$ cat src/rtl/mod113_w80_digit_decoder_if.sv
// mod113_w80_digit_decoder_if: residue-in / digit-out valid-ready stream pair
interface mod113_w80_digit_decoder_if #(
  parameter int RES_W = 7,
  parameter int DIG_W = 6
);
  logic             in_valid;
  logic             in_ready;
  logic [RES_W-1:0] in_res;
  logic             out_valid;
  logic             out_ready;
  logic [DIG_W-1:0] out_digit;
  logic             out_err;
  modport master (
    output in_valid, in_res, out_ready,
    input  in_ready, out_valid, out_digit, out_err
  );
  modport slave (
    input  in_valid, in_res, out_ready,
    output in_ready, out_valid, out_digit, out_err
  );
endinterface

$ cat src/rtl/mod113_w80_digit_decoder.sv
// mod113_w80_digit_decoder: recovers d from r = (d*80) mod 113 via bit-serial d = (r*89) mod 113
module mod113_w80_digit_decoder #(
  parameter int MODULUS    = 113,
  parameter int INV_WEIGHT = 89,
  parameter int RES_W      = 7,
  parameter int DIG_W      = 6
) (
  input logic clk,
  input logic rst_n,
  mod113_w80_digit_decoder_if.slave bus
);
  localparam int CW = $clog2(RES_W);
  localparam int TW = RES_W + 2;
  typedef enum logic [1:0] {IDLE, CALC, DONE} state_t;
  state_t state, state_nx;
  logic [RES_W-1:0] r, acc;
  logic [CW-1:0] cnt;
  logic range_err, err, red_err;
  logic [DIG_W-1:0] digit;
  logic [TW-1:0] t, t1, red;
  // Horner step: 2*acc + bit*inverse stays below 3*MODULUS, so two conditional subtracts suffice
  always_comb begin
    t = TW'({acc, 1'b0}) + (r[cnt] ? TW'(INV_WEIGHT) : '0);
    t1 = t >= TW'(MODULUS) ? t - TW'(MODULUS) : t;
    red = t1 >= TW'(MODULUS) ? t1 - TW'(MODULUS) : t1;
    red_err = range_err | (red >= TW'(2 ** DIG_W));
  end
  always_ff @(posedge clk or negedge rst_n)
    if (!rst_n) state <= IDLE;
    else state <= state_nx;
  always_comb begin
    state_nx = state == IDLE ? (bus.in_valid ? CALC : IDLE) :
               state == CALC ? (cnt == '0 ? DONE : CALC) :
               (bus.out_ready ? IDLE : DONE);
  end
  always_comb begin
    bus.in_ready = state == IDLE;
    bus.out_valid = state == DONE;
    bus.out_digit = digit;
    bus.out_err = err;
  end
  always_ff @(posedge clk or negedge rst_n)
    if (!rst_n) begin
      r <= '0;
      acc <= '0;
      cnt <= '0;
      range_err <= 1'b0;
      err <= 1'b0;
      digit <= '0;
    end else if (state == IDLE && bus.in_valid) begin
      r <= bus.in_res;
      acc <= '0;
      cnt <= CW'(RES_W - 1);
      range_err <= TW'(bus.in_res) >= TW'(MODULUS);
    end else if (state == CALC) begin
      acc <= red[RES_W-1:0];
      cnt <= cnt - 1'b1;
      if (cnt == '0) begin
        err <= red_err;
        digit <= red_err ? '0 : red[DIG_W-1:0];
      end
    end
endmodule

$ cat src/flat_wrapper.sv
// flat-port wrapper written by rule: the top's interface ports become plain ports
module mod113_w80_digit_decoder_flat 
#(
  parameter int MODULUS    = 113,
  parameter int INV_WEIGHT = 89,
  parameter int RES_W      = 7,
  parameter int DIG_W      = 6
)
  (clk, rst_n, bus_in_valid, bus_in_res, bus_out_ready, bus_in_ready, bus_out_valid, bus_out_digit, bus_out_err);
  mod113_w80_digit_decoder_if #(.RES_W(RES_W), .DIG_W(DIG_W)) bus_i ();
  input logic clk;
  input logic rst_n;
  input wire logic [$bits(bus_i.in_valid)-1:0] bus_in_valid;
  input wire logic [$bits(bus_i.in_res)-1:0] bus_in_res;
  input wire logic [$bits(bus_i.out_ready)-1:0] bus_out_ready;
  output wire logic [$bits(bus_i.in_ready)-1:0] bus_in_ready;
  output wire logic [$bits(bus_i.out_valid)-1:0] bus_out_valid;
  output wire logic [$bits(bus_i.out_digit)-1:0] bus_out_digit;
  output wire logic [$bits(bus_i.out_err)-1:0] bus_out_err;
  assign bus_i.in_valid = bus_in_valid;
  assign bus_i.in_res = bus_in_res;
  assign bus_i.out_ready = bus_out_ready;
  assign bus_in_ready = bus_i.in_ready;
  assign bus_out_valid = bus_i.out_valid;
  assign bus_out_digit = bus_i.out_digit;
  assign bus_out_err = bus_i.out_err;
  mod113_w80_digit_decoder #(.MODULUS(MODULUS), .INV_WEIGHT(INV_WEIGHT), .RES_W(RES_W), .DIG_W(DIG_W)) u_core (.clk(clk), .rst_n(rst_n), .bus(bus_i));
endmodule
$ cat config.mk
export PLATFORM = sky130hd
export DESIGN_NAME = mod113_w80_digit_decoder_flat
export DESIGN_NICKNAME = d
export VERILOG_FILES = /design/src/rtl/mod113_w80_digit_decoder_if.sv /design/src/rtl/mod113_w80_digit_decoder.sv /design/src/flat_wrapper.sv
export SDC_FILE = /design/constraint.sdc
export NUM_CORES = 1
export LEC_CHECK = 0
export BUFFER_PORTS_ARGS = -buffer_cell sky130_fd_sc_hd__buf_4
export CAP_MARGIN = 20
export CORE_MARGIN = 1.5
export CORE_UTILIZATION = 59
export DETAILED_ROUTE_END_ITERATION = 8
export GPL_TIMING_DRIVEN = 0
export PLACE_DENSITY_LB_ADDON = 0.25
export SLEW_MARGIN = 5
export SYNTH_ARGS = -nofsm -noshare
export SYNTH_HDL_FRONTEND = slang
export SYNTH_SLANG_ARGS = --single-unit
$ cat constraint.sdc
create_clock -name clk -period 5.95 [get_ports clk]
set_clock_uncertainty 0.05 [all_clocks]
set_input_delay 0.8925 -clock clk [delete_from_list [all_inputs] [get_ports clk]]
set_output_delay 0.8925 -clock clk [all_outputs]
set_load 0.005 [all_outputs]
# Word level (Yosys, flattened, before mapping)
# Index checks and enable logic that the tools add are counted.
# word_totals
register_bits,27
input_bits,11
output_inout_bits,9
word_cells,40
# op_classes
addsub,4
order_cmp,5
eq_ne,2
mux,15
bitwise,2
reduce_logical,5
# ops
op,n
"9-bit by 7-bit greater-or-equal comparator with 1-bit output, second input constant",3
7-bit 2-to-1 mux,3
9-bit 2-to-1 mux,2
"9-bit by 7-bit subtractor with 9-bit output, second input constant",2
8-bit by 9-bit adder with 9-bit output,1
2-bit 2-to-1 mux,4
"7-bit greater-or-equal comparator, second input constant",1
3-bit 2-to-1 mux,2
6-bit 2-to-1 mux,1
"3-bit by 4-bit < comparator with 1-bit output, second input constant",1
1-bit binary-select mux with 3-bit select,1
3-bit logical NOT,1
3-bit AND reduction,1
"3-bit by 1-bit subtractor with 3-bit output, second input constant",1
"2-bit by 1-bit equality test with 1-bit output, second input constant",1
"2-bit equality test, second input constant",1
2-bit logical NOT,1
1-bit 2-to-1 mux,2
2-bit nonzero test,1
1-bit logical AND,1
1-bit inverter,1
1-bit bitwise OR,1

# Logic depth before layout (Yosys ltp)
# Gate-level depths: netlist of run 1.
# depth
depth_word,11
ltp_mapped,20
ltp_nobuf,18

# Worst setup path before layout of run 1
# OpenSTA, ideal clock, no wires.
# synth_timing
kind,flip-flop to flip-flop
from,reg u_core.cnt[0]
to,"reg u_core.digit[2], in the netlist u_core.bus.out_digit[2]"
setup_time_ns,0.122
t_arrival_ns,4.384
t_required_ns,5.778
path_slack_ns,1.394
path_stages_with_launch,18
path_buffers,1
synth_period_minus_slack_ns,4.556
cell_sequence,dfrtp_1 buf_2 nand2b_1 mux4_2 inv_1 ha_1 inv_1 fa_1 and3b_1 nand4b_1 a32oi_1 nand2_2 o21ai_0 ha_1 nor4b_1 o31ai_1 o21a_1 a32o_1
# synth_via
elab_chain_cells,11
word_cells_on_any_way,15
cone_classes,add/sub: 3; order compare: 3; mux: 6; bitwise: 1; reduce/logical: 2
# synth_rtl
item,line,text
"start, declared",mod113_w80_digit_decoder.sv:17,logic [CW-1:0] cnt;
"start signal, assigned",mod113_w80_digit_decoder.sv:53,cnt <= CW'(RES_W - 1);
"start signal, assigned",mod113_w80_digit_decoder.sv:57,cnt <= cnt - 1'b1;
1-bit binary-select mux with 3-bit select,mod113_w80_digit_decoder.sv:23,"t = TW'({acc, 1'b0}) + (r[cnt] ? TW'(INV_WEIGHT) : '0);"
1-bit 2-to-1 mux (implied by the code),mod113_w80_digit_decoder.sv:23,
7-bit 2-to-1 mux,mod113_w80_digit_decoder.sv:23,
8-bit by 9-bit adder with 9-bit output,mod113_w80_digit_decoder.sv:23,
9-bit by 7-bit subtractor with 9-bit output / 9-bit by 7-bit greater-or-equal comparator with 1-bit output (equally long branches),mod113_w80_digit_decoder.sv:24,t1 = t >= TW'(MODULUS) ? t - TW'(MODULUS) : t;
9-bit 2-to-1 mux,mod113_w80_digit_decoder.sv:24,
9-bit by 7-bit subtractor with 9-bit output / 9-bit by 7-bit greater-or-equal comparator with 1-bit output (equally long branches),mod113_w80_digit_decoder.sv:25,red = t1 >= TW'(MODULUS) ? t1 - TW'(MODULUS) : t1;
9-bit 2-to-1 mux,mod113_w80_digit_decoder.sv:25,
9-bit by 7-bit greater-or-equal comparator with 1-bit output,mod113_w80_digit_decoder.sv:26,red_err = range_err | (red >= TW'(2 ** DIG_W));
1-bit bitwise OR,mod113_w80_digit_decoder.sv:26,
6-bit 2-to-1 mux,mod113_w80_digit_decoder.sv:60,digit <= red_err ? '0 : red[DIG_W-1:0];
"end signal, assigned",mod113_w80_digit_decoder.sv:60,
"end, declared",mod113_w80_digit_decoder.sv:19,logic [DIG_W-1:0] digit;
# Several ways; a longest one is shown, not always the timed one. The select of a mux whose other input is x is not followed.
# A chain may end at the register's enable or synchronous reset.

# Worst setup path in the final report of run 1
# layout_timing
from,reg u_core.cnt[0]
to,"reg u_core.digit[5], in the netlist u_core.bus.out_digit[5]"
# The elaborated chain is that of the path after synthesis.

==> out/results.md, run 1 <==
### Yosys
* 27 — number of synthesized register bits
* 8.85 µm² — average cell area after synthesis
* 62 — Cell variety after synth
* 227 — Mapped Cells
* sky130_fd_sc_hd__dfrtp_1 (34%), sky130_fd_sc_hd__ha_1 (5.6%), sky130_fd_sc_hd__o21ai_0 (4.2%) — largest cells by area after synthesis
* 248 — synthesized net count
* 100% — ys async rst share
* sky130_fd_sc_hd__dfrtp_1 — commonest register cell after synthesis
* 33.6% — fraction of the yosys area taken by sequential cells
* 0.00201 mm² — synthesized area
* sky130_fd_sc_hd__dfrtp_1 — Synth area leader
* 0 — EDFF count, synth
* 33.6% — area share of the leading cell type in the synthesized netlist
* 0 — synth warn

### Worst hold path
* input port to async pin — kind of path behind the tightest hold check

### Clock network
* 0.14 ns — clock transition at the registers of the reported paths
* sky130_fd_sc_hd__clkbuf_4 — Root Driver
* 1 — H-tree levels
* 0 — Post-CTS Hold Buffers
* 0 — number of buffers inserted to repair setup after CTS
* 2 — deepest clock path buffer count
* 27 — CTS Sinks
* 3 — number of buffers inserted during clock tree synthesis
* 0.33 ns — worst skew pair latency
* built — clock tree from TritonCTS
* 0 — post-CTS resize count

### Critical path
* u_core.bus.out_digit[5] — destination of the worst register-to-register timing path
* 18 — FF-to-FF path depth
* u_core.cnt[0] — worst reg2reg path startpoint
* 0.48 ns — register-to-register setup slack
* register — Worst Setup End Kind
* sky130_fd_sc_hd__mux4_2 — CP max-delay cell
* buf_2 > nand2b_1 > mux4_2 > inv_1 > ha_1 > inv_1 > fa_1 > xor2_1 > nor2_1 > a32oi_1 > nand2_2 > o21ai_0 > ha_1 > nor4b_1 > o31ai_1 > o31ai_1 > o21ai_1 > o21ai_0 — worst path cell trace
* register — Critical Path Source Type
* 0.55 ns — CP max stage delay
* 5.67 ns — Arr. time, crit path
* register to register — Crit Path Category
* 6.15 ns — CP Data Required Time
* 9 — Crit Path Max Fanout

### Global route
* 0 — number of antenna violations at the first check in global routing
* 0 — total overflow reported by the global router
* 1,512 — via count of the first global-routing pass
* 28 — maximum number of pins on one net before global-route repair
* 25.5% — gr usage total
* 7070 µm — first-pass GRT wire length

### Placement
* 0.946 — final estimated routing congestion in global placement
* 19 — count of buffers from port buffering
* 3390 µm — estimated wirelength of the detail-placed design

### STA
* 35.8% — relative slew slack
* 0 ns — setup TNS
* 0 — total count of hold-check failures in the final report
* 0.938 ns — worst-margin pin slew
* 0 — final number of max-transition violations
* 5.47 ns — final critical-path required period
* false — RSZ-0062 raised after global routing
* 91.9% — final worst path period share
* 183 MHz — maximum clock frequency
* 0 — endpoints failing setup

### Status
* finished, final reports clean — result of the run

### Finish
* 297 — Fillers
* 676 µm² — FF+latch area
* 11.3% — Layout area overhead
* 0.00126 mm² — area occupied by multi-input gates
* 272 — # nets final
* 17.2% — fraction of final layout cells with drive strength greater than 1
* 0 — ant diodes

### Floorplanning
* 60.7% — initial cell density of the core
* 21 — Std-Cell Rows
* 0.00331 mm² — core area
* 61.4 µm — Chip Height
* 20 — IO Count
* 61.4 µm — horizontal extent of the die
* 0.00377 mm² — die outline area

### Route
* 4 — TritonRoute pass-1 iters
* 4350 µm — total wirelength of the detailed-routed design
* 148 — number of design-rule violations left by the first detailed-router iteration
* 0 — Post-DRT Antenna Nets
* 6.02 — per-cell via count in the routed design
* 0 — number of remaining DRC errors
* 1,783 — Via Count
* 14.7 µm — average wire per standard cell

### Flow run
* 0 — maxcap violations

==> per-layer routing <==
layer	GRT usage, %	routed length, µm
met1	36.7	2030
met3	1.89	108
met5	0	0
met4	10.0	125
met2	40.6	2080
==> worst max path at each step <==
stage	start	to	slack [ns]	cells past startpoint
after floorplan	u_core.cnt[0]	u_core.bus.out_digit[2]	1.39	17
after global placement	u_core.cnt[0]	u_core.bus.out_digit[5]	0.69	18
after detailed placement	u_core.cnt[0]	u_core.bus.out_digit[5]	0.62	18
after CTS	u_core.cnt[0]	u_core.bus.out_digit[5]	0.55	18
after global routing	u_core.cnt[0]	u_core.bus.out_digit[0]	0.006	18
final	u_core.cnt[0]	u_core.bus.out_digit[5]	0.48	18
==> state kept, by name (all words and copies together), names as in the netlist <==
signal	flops
u_core.acc	7
u_core.bus.out_digit	6
u_core.bus.out_err	1
u_core.cnt	3
u_core.r	7
u_core.range_err	1
u_core.state	2
==> metrics by stage <==
stage	hold WS, ns	instance area [µm²]	utilization (%)	setup WS [ns]	std cells
floorplan	0.398	2010	-	1.39	227
global placement	0.418	2210	66.7	0.695	292
detailed placement	0.425	2210	66.7	0.625	292
CTS	0.396	2240	67.6	0.553	296
global route	0.408	2240	67.6	0.00649	296
finish	0.398	2240	67.6	0.482	296
==> layout make-up <==
| class | instances | share of cell area (%) |
|---|---|---|
| sequential | 27 | 30.2 |
| multi-input combinational | 182 | 56.4 |
| tap | 46 | 2.57 |
| inverter | 12 | 2.01 |
| buffer | 6 | 1.17 |
| clock inverter | 1 | 0.224 |
| timing repair buffer | 19 | 6.38 |
| clock buffer | 3 | 1.01 |
==> cells in the mapped netlist (4+ instances only) <==
cell and instances:
sky130_fd_sc_hd__dfrtp_1 27, sky130_fd_sc_hd__nand2_1 17, sky130_fd_sc_hd__o21ai_0 17, sky130_fd_sc_hd__nor2_1 15, sky130_fd_sc_hd__inv_1 12, sky130_fd_sc_hd__nand3_1 12
sky130_fd_sc_hd__a21oi_1 9, sky130_fd_sc_hd__ha_1 9, sky130_fd_sc_hd__xnor2_1 8, sky130_fd_sc_hd__mux2_2 7, sky130_fd_sc_hd__nand2b_1 5, sky130_fd_sc_hd__and2_1 4
sky130_fd_sc_hd__and3_1 4, sky130_fd_sc_hd__nor2b_1 4, sky130_fd_sc_hd__nor3_1 4, sky130_fd_sc_hd__o31ai_1 4, sky130_fd_sc_hd__or3_1 4
==> layout by cell type, fill, tap and decap left out, types with 5 or more instances in the layout <==
| cell | instances |
|---|---|
| sky130_fd_sc_hd__a21oi_1 | 9 |
| sky130_fd_sc_hd__xnor2_1 | 8 |
| sky130_fd_sc_hd__inv_1 | 12 |
| sky130_fd_sc_hd__mux2_2 | 7 |
| sky130_fd_sc_hd__buf_4 | 19 |
| sky130_fd_sc_hd__nand3_1 | 12 |
| sky130_fd_sc_hd__ha_1 | 9 |
| sky130_fd_sc_hd__nand2b_1 | 5 |
| sky130_fd_sc_hd__o21ai_0 | 17 |
| sky130_fd_sc_hd__nand2_1 | 17 |
| sky130_fd_sc_hd__dfrtp_1 | 27 |
| sky130_fd_sc_hd__nor2_1 | 15 |
==> worst max-delay path, delay by kind of cell (launching register included) <==
kind            cells  cell delay [ns]
flops               1             0.38
simple gates        4             1.03
compound gates      6             1.51
buf+inv             3             0.49
xor+xnor            1             0.33
fa+ha+maj           3             1.04
mux                 1             0.55
==> logic make-up (layout without fill, tap and decap cells) <==
family                     count (synthesis)  in the layout  share of synthesized area (%)
xor gates and xnor gates                   9              9                           3.92
AOI/OAI and AO/OA                         63             63                           21.9
and+or+nand+nor                           88             88                           23.3
buffers and inverters                     18             41                           3.55
muxes                                     12             12                           7.10
DFF                                       27             27                           33.6
adders and majority gates                 10             10                           6.60
Power of run 1 is left out: the tool's default activity adds up to more than one toggle a clock period on the data nets, which glitch-free logic cannot reach.
==> run 2, diff against run 1 <==
--- a/config.mk
+++ b/config.mk
@@ -5,13 +5,14 @@
 export SDC_FILE = /design/constraint.sdc
 export NUM_CORES = 1
 export LEC_CHECK = 0
+export ABC_AREA = 1
 export BUFFER_PORTS_ARGS = -buffer_cell sky130_fd_sc_hd__buf_4
 export CAP_MARGIN = 20
 export CORE_MARGIN = 1.5
 export CORE_UTILIZATION = 59
 export DETAILED_ROUTE_END_ITERATION = 8
 export GPL_TIMING_DRIVEN = 0
-export PLACE_DENSITY_LB_ADDON = 0.25
+export PLACE_DENSITY = 0.79
 export SLEW_MARGIN = 5
 export SYNTH_ARGS = -nofsm -noshare
 export SYNTH_HDL_FRONTEND = slang
==> out/results.md, run 2 <==
### Status
* finished, final reports clean — result of the run

### Yosys
* 0 — synth warn, unchanged
* sky130_fd_sc_hd__dfrtp_1 — Synth area leader
* 33 — Cell variety after synth, -47%
* 6.95 µm² — average cell area after synthesis, -22%
* sky130_fd_sc_hd__nand2_1 (97), sky130_fd_sc_hd__inv_1 (41), sky130_fd_sc_hd__nand3_1 (35) — commonest cells in the synthesized netlist
* 27 — number of synthesized register bits, unchanged
* 0 — EDFF count, synth, unchanged
* 318 — synthesized net count, +28%
* 32.7% — fraction of the yosys area taken by sequential cells, -0.88 points
* 32.7% — area share of the leading cell type in the synthesized netlist, -0.88 points
* sky130_fd_sc_hd__nand2_1 — dominant cell by count in the synthesized netlist
* sky130_fd_sc_hd__dfrtp_1 — commonest register cell after synthesis
* sky130_fd_sc_hd__dfrtp_1 (33%), sky130_fd_sc_hd__nand2_1 (18%), sky130_fd_sc_hd__nand3_1 (8.5%) — largest cells by area after synthesis
* 0.00206 mm² — synthesized area, +2.7%
* 297 — Mapped Cells, +31%
* 100% — ys async rst share, unchanged

### Critical path
* 4.55 ns — Arr. time, crit path, -1.12 ns
* 6 — number of buffer and inverter instances along the worst setup path, +3
* sky130_fd_sc_hd__nand2_1 — cell seen most often among critical-path stages
* 6.13 ns — CP Data Required Time, -0.02 ns
* register — Critical Path Source Type
* 0.47 ns — CP max stage delay, -0.08 ns
* sky130_fd_sc_hd__dfrtp_1 — CP max-delay cell
* register to register — Crit Path Category
* simple AND/OR/NAND/NOR gates — cell class contributing the biggest share of worst-path delay
* 10 — Crit Path Max Fanout, +1
* register — Worst Setup End Kind

### Clock network
* 0 — number of buffers inserted to repair setup after CTS, unchanged
* 2 — deepest clock path buffer count, unchanged
* sky130_fd_sc_hd__clkbuf_4 — Root Driver
* 27 — CTS Sinks, unchanged
* 1 — H-tree levels, unchanged
* 0 — post-CTS resize count, unchanged
* 0 — Post-CTS Hold Buffers, unchanged
* 0.15 ns — clock transition at the registers of the reported paths, about the same
* 3 — number of buffers inserted during clock tree synthesis, unchanged
* built — clock tree from TritonCTS
* 0.33 ns — worst skew pair latency, about the same

### Global route
* 7560 µm — first-pass GRT wire length, +7.0%
* met2 — GRT busiest layer
* 0 — number of antenna violations at the first check in global routing, unchanged
* 39.1% — GR Layer Usage met2, -1.4 points
* 32.1% — global-route met1 utilization, -4.6 points
* 24.0% — gr usage total, -1.6 points
* 2.90% — GR Util met3, +1.0 points
* 0 — total overflow reported by the global router, unchanged
* 28 — maximum number of pins on one net before global-route repair, unchanged
* 1,766 — via count of the first global-routing pass, +17%

### Finish
* 68.7% — utilization after layout, +1.1 points
* 0 — ant diodes, unchanged
* 312 — Fillers, +5.1%
* 15.9% — fraction of final layout cells with drive strength greater than 1, -1.3 points
* sky130_fd_sc_hd__nand2_1 (97), sky130_fd_sc_hd__inv_1 (41), sky130_fd_sc_hd__nand3_1 (35) — commonest cells after routing, fill and taps aside
* sky130_fd_sc_hd__nand2_1 — most common library cell in the layout ignoring fill and taps
* 676 µm² — FF+latch area, unchanged
* 11.0% — Layout area overhead
* 342 — # nets final, +26%
* 0.00119 mm² — area occupied by multi-input gates, -5.8%

### Placement
* 19 — count of buffers from port buffering, unchanged
* 3380 µm — estimated wirelength of the detail-placed design, -0.36%
* 0.833 — final estimated routing congestion in global placement, -12%

### Floorplanning
* 0.00386 mm² — die outline area, +2.5%
* 62.1 µm — horizontal extent of the die, +1.3%
* 20 — IO Count, unchanged
* 0.00334 mm² — core area, +0.79%
* 62.1 µm — Chip Height, +1.3%
* 21 — Std-Cell Rows, unchanged
* 61.8% — initial cell density of the core, +1.1 points

### STA
* 228 MHz — maximum clock frequency, +25%
* 0.472 ns — worst-margin pin slew, -0.466 ns
* 0 — endpoints failing setup, unchanged
* false — RSZ-0062 raised after global routing
* 0 — total count of hold-check failures in the final report, unchanged
* 73.6% — final worst path period share, -18 points
* 68.4% — relative slew slack, +33 points
* 0 ns — setup TNS, unchanged
* 0 — final number of max-transition violations, unchanged
* 4.38 ns — final critical-path required period, -1.09 ns

### Route
* 11.4 µm — average wire per standard cell, -22%
* 4170 µm — total wirelength of the detailed-routed design, -4.1%
* 0 — Post-DRT Antenna Nets, unchanged
* 5.08 — per-cell via count in the routed design, -16%
* 1,860 — Via Count, +4.3%
* 98 — number of design-rule violations left by the first detailed-router iteration, -34%
* 0 — number of remaining DRC errors, unchanged
* 4 — TritonRoute pass-1 iters, unchanged

### Flow run
* 0 — maxcap violations, unchanged

### Worst hold path
* input port to async pin — kind of path behind the tightest hold check

==> run 2: cell types whose count changed in the layout (fill, tap and decap cells not counted), sizes merged, moves of 5 or more <==
| cell | before | now |
|---|---|---|
| a21oi | 9 | 3 |
| nand3 | 12 | 38 |
| xnor2 | 8 | 3 |
| mux2 | 8 | 0 |
| nand2b | 5 | 0 |
| inv | 12 | 44 |
| nand2 | 19 | 110 |
==> run 2: worst register-to-register path: cells and delay by family, from the launching register on <==
| kind | cells | cell delay, ns |
|---|---|---|
| DFF | 1 | 0.47 |
| adders and majority gates | 3 | 0.78 |
| and+or+nand+nor | 22 | 2.29 |
| buffers and inverters | 6 | 0.65 |
==> run 2: cells by family after synthesis <==
| kind of cell | Yosys count | share of synthesized area (%) |
|---|---|---|
| flip-flops | 27 | 32.7 |
| buffers and inverters | 49 | 9.64 |
| multiplexers | 1 | 0.485 |
| AND/OR/NAND/NOR | 169 | 37.6 |
| adder cells (fa/ha/maj) | 10 | 6.43 |
| AO/OA/AOI/OAI | 33 | 9.34 |
| XOR/XNOR | 8 | 3.76 |
==> run 2: path summary, 6_finish.rpt <==
kind	startpoint	to	slack, ns	cells past startpoint
worst max-delay path	u_core.cnt[0]	u_core.bus.out_err	1.57	31
max in group asynchronous	rst_n	u_core.bus.out_digit[4]	5.20	1
min in group clk	u_core.bus.out_err	u_core.bus.out_err	0.45	2
worst min-delay path	rst_n	u_core.r[1]	0.38	1
worst max register to register	u_core.cnt[0]	u_core.bus.out_err	1.57	31
worst min register to register	u_core.bus.out_err	u_core.bus.out_err	0.45	2
==> run 2: cell type report <==
cell class | instances | area share (%)
Inverter | 46 | 7.54
Clock buffer | 3 | 0.983
Timing Repair Buffer | 19 | 6.23
Multi-Input combinational cell | 221 | 51.9
Tap cell | 46 | 2.51
Buffer | 3 | 1.15
Clock inverter | 1 | 0.218
Sequential cell | 27 | 29.5
==> run 2: stage by stage <==
stage	instance area (µm²)	instances	hold WS, ns	worst slack (ns)
finish	2290	366	0.379	1.57
global route	2290	366	0.389	1.11
CTS	2290	366	0.392	1.59
detailed placement	2260	362	0.416	1.64
global placement	2260	362	0.416	1.75
floorplan	2060	297	0.400	2.30
==> run 2: routing by layer <==
| layer | wire length, µm | up-vias | part of all wire (%) |
|---|---|---|---|
| li1 | - | 982 | - |
| met1 | 2050 | 836 | 49 |
| met2 | 1900 | 31 | 45 |
| met3 | 96 | 11 | 2.3 |
| met4 | 129 | 0 | 3.1 |
| met5 | 0 | - | 0 |
Power of run 2 is left out for the same reason.
==> run 3, diff against run 2 <==
--- a/config.mk
+++ b/config.mk
@@ -5,7 +5,7 @@
 export SDC_FILE = /design/constraint.sdc
 export NUM_CORES = 1
 export LEC_CHECK = 0
-export ABC_AREA = 1
+export ABC_AREA = 0
 export BUFFER_PORTS_ARGS = -buffer_cell sky130_fd_sc_hd__buf_4
 export CAP_MARGIN = 20
 export CORE_MARGIN = 1.5
==> constraint.sdc (replaced) <==
create_clock -name clk -period 4.15 [get_ports clk]
set_clock_uncertainty 0.05 [all_clocks]
set_input_delay 0.6225 -clock clk [delete_from_list [all_inputs] [get_ports clk]]
set_output_delay 0.6225 -clock clk [all_outputs]
set_load 0.005 [all_outputs]
==> out/results.md, run 3 (synthesis gave the netlist of run 1 again) <==
### STA
* 0 — final number of max-transition violations, unchanged
* 228 MHz — maximum clock frequency, -0.35%
* true — RSZ-0062 raised after global routing
* 14 — endpoints failing setup, +14
* -0.245 ns — setup slack of the critical path after layout, -1.82 ns
* 0.680 ns — worst-margin pin slew, +0.208 ns
* 106% — final worst path period share, +32 points
* 0.135 ns — worst hold-check slack, -0.244 ns
* 4.39 ns — final critical-path required period, +0.0154 ns
* 0 — total count of hold-check failures in the final report, unchanged
* 54.3% — relative slew slack, -14 points

### Critical path
* 6 — Crit Path Max Fanout, -4
* -0.24 ns — register-to-register setup slack, -1.82 ns
* mux2i_1 > mux4_2 > inv_4 > ha_4 > inv_2 > fa_2 > and3b_2 > nand4b_1 > buf_4 > buf_4 > a32o_1 > nor2_1 > o31ai_1 > or2_1 > o31a_1 > o21a_1 > a32o_1 — worst path cell trace
* 4 — number of buffer and inverter instances along the worst setup path, -2
* u_core.bus.out_digit[2] — destination of the worst register-to-register timing path
* compound AO/OA/AOI/OAI gates — cell class contributing the biggest share of worst-path delay
* register to register — Crit Path Category
* 0.53 ns — CP max stage delay, +0.06 ns
* 4.57 ns — Arr. time, crit path, +0.02 ns
* register — Critical Path Source Type
* 4.32 ns — CP Data Required Time, -1.81 ns
* u_core.cnt[0] — worst reg2reg path startpoint
* sky130_fd_sc_hd__mux4_2 — CP max-delay cell
* register — Worst Setup End Kind
* 17 — FF-to-FF path depth, -45%

### Global route
* 1,761 — via count of the first global-routing pass, -0.28%
* 28 — maximum number of pins on one net before global-route repair, unchanged
* 0 — number of antenna violations at the first check in global routing, unchanged
* 29.3% — gr usage total, +5.4 points
* 0 — total overflow reported by the global router, unchanged
* 8160 µm — first-pass GRT wire length, +7.8%

### Worst hold path
* input port to async pin — kind of path behind the tightest hold check

### Clock network
* 1 — H-tree levels, unchanged
* 3 — number of buffers inserted during clock tree synthesis, unchanged
* 27 — CTS Sinks, unchanged
* sky130_fd_sc_hd__clkbuf_4 — Root Driver
* 0.14 ns — clock transition at the registers of the reported paths, about the same
* 0.31 ns — worst skew pair latency, -0.02 ns
* 2 — deepest clock path buffer count, unchanged
* built — clock tree from TritonCTS

### Finish
* 194 — Fillers, -38%
* sky130_fd_sc_hd__buf_4 — most common library cell in the layout ignoring fill and taps
* 0 — ant diodes, unchanged
* 38.8% — Layout area overhead
* 41.4% — fraction of final layout cells with drive strength greater than 1, +25 points
* 677 µm² — FF+latch area, +0.19%
* sky130_fd_sc_hd__buf_4 (48), sky130_fd_sc_hd__dfrtp_1 (26), sky130_fd_sc_hd__nand2_1 (16) — commonest cells after routing, fill and taps aside
* 300 — # nets final, -12%
* 0.00158 mm² — area occupied by multi-input gates, +33%

### Placement
* 19 — count of buffers from port buffering, unchanged
* 3520 µm — estimated wirelength of the detail-placed design, +4.2%
* 0.959 — final estimated routing congestion in global placement, +15%

### Floorplanning
* 60.7% — initial cell density of the core, -1.1 points
* 21 — Std-Cell Rows, unchanged
* 0.00377 mm² — die outline area, -2.5%
* 20 — IO Count, unchanged
* 0.00331 mm² — core area, -0.79%
* 61.4 µm — horizontal extent of the die, -1.2%
* 61.4 µm — Chip Height, -1.2%

### Route
* 0 — Post-DRT Antenna Nets, unchanged
* 6.47 — per-cell via count in the routed design, +27%
* 19.6 µm — average wire per standard cell, +72%
* 6340 µm — total wirelength of the detailed-routed design, +52%
* 0 — number of remaining DRC errors, unchanged
* 6 — TritonRoute pass-1 iters, +2
* 2,096 — Via Count, +13%
* 235 — number of design-rule violations left by the first detailed-router iteration, +140%

### Flow run
* 0 — maxcap violations, unchanged

### Status
* complete, but fails checks — result of the run
* negative setup slack — failing checks

-- run 3: changes by cell type in the layout (fill, tap and decap cells not counted), sizes merged, moves of 5 or more --
cell / before / now
buf: 21 / 51
xnor2: 3 / 8
inv: 44 / 12
nand2: 110 / 19
nand2b: 0 / 5
nand3: 38 / 12
mux2: 0 / 8
a21oi: 3 / 9
-- run 3: repair_timing --
action | in CTS | in global routing
pin swaps | 17 | 16
hold endpoints to repair | 0 | 0
endpoints found under the setup margin | 14 | 14
hold buffers | 0 | 0
gates resized for setup | 41 | 28
setup buffers | 23 | 8
cloned | 0 | 0
-- run 3: worst max path at each step --
stage,startpoint,end,slack (ns),cells past startpoint
global route,u_core.cnt[0],u_core.acc[3],-0.34,18
global placement,u_core.cnt[0],u_core.bus.out_digit[2],-0.68,16
floorplan,u_core.cnt[0],u_core.bus.out_digit[2],-0.06,17
CTS,u_core.cnt[0],u_core.acc[5],-0.15,19
finish,u_core.cnt[0],u_core.bus.out_digit[2],-0.24,17
detailed placement,u_core.cnt[0],u_core.bus.out_digit[2],-0.71,16
-- run 3: per-stage QoR --
| step | instance area (µm²) | cells | setup TNS [ns] | setup slack, ns | util (%) |
|---|---|---|---|---|---|
| 5_1_grt | 2790 | 324 | -4.21 | -0.345 | 84.2 |
| 3_5_place_dp | 2230 | 292 | -8.15 | -0.715 | 67.4 |
| 2_1_floorplan | 2030 | 227 | -0.0769 | -0.0645 | - |
| 3_3_place_gp | 2230 | 292 | -7.53 | -0.675 | 67.4 |
| 4_1_cts | 2590 | 316 | -1.66 | -0.150 | 78.3 |
| 6_report | 2790 | 324 | -2.71 | -0.245 | 84.2 |
-- run 3: per-layer routing --
layer	part of all wire, %	global-route usage [%]
met5	0	0
met4	4.6	12.8
met1	38	37.2
met2	52	51.8
met3	5.3	1.89
-- run 3: area by class of cell --
| cell class | count | area share (%) |
|---|---|---|
| timing repair buffer | 49 | 13.3 |
| inverter | 12 | 1.70 |
| clock buffer | 3 | 0.808 |
| multi-input combinational | 182 | 56.8 |
| sequential | 27 | 24.3 |
| tap | 46 | 2.06 |
| clock inverter | 1 | 0.179 |
| buffer | 4 | 0.852 |
-- run 3: worst register-to-register path: stages, from the launching register on --
cell	delay (ns)
sky130_fd_sc_hd__dfrtp_2	0.49
sky130_fd_sc_hd__mux2i_1	0.16
sky130_fd_sc_hd__mux4_2	0.53
sky130_fd_sc_hd__inv_4	0.10
sky130_fd_sc_hd__ha_4	0.13
sky130_fd_sc_hd__inv_2	0.03
sky130_fd_sc_hd__fa_2	0.39
sky130_fd_sc_hd__and3b_2	0.29
sky130_fd_sc_hd__nand4b_1	0.14
sky130_fd_sc_hd__buf_4	0.19
sky130_fd_sc_hd__buf_4	0.14
sky130_fd_sc_hd__a32o_1	0.24
sky130_fd_sc_hd__nor2_1	0.17
sky130_fd_sc_hd__o31ai_1	0.18
sky130_fd_sc_hd__or2_1	0.33
sky130_fd_sc_hd__o31a_1	0.35
sky130_fd_sc_hd__o21a_1	0.20
sky130_fd_sc_hd__a32o_1	0.21
Power of run 3 is left out for the same reason.
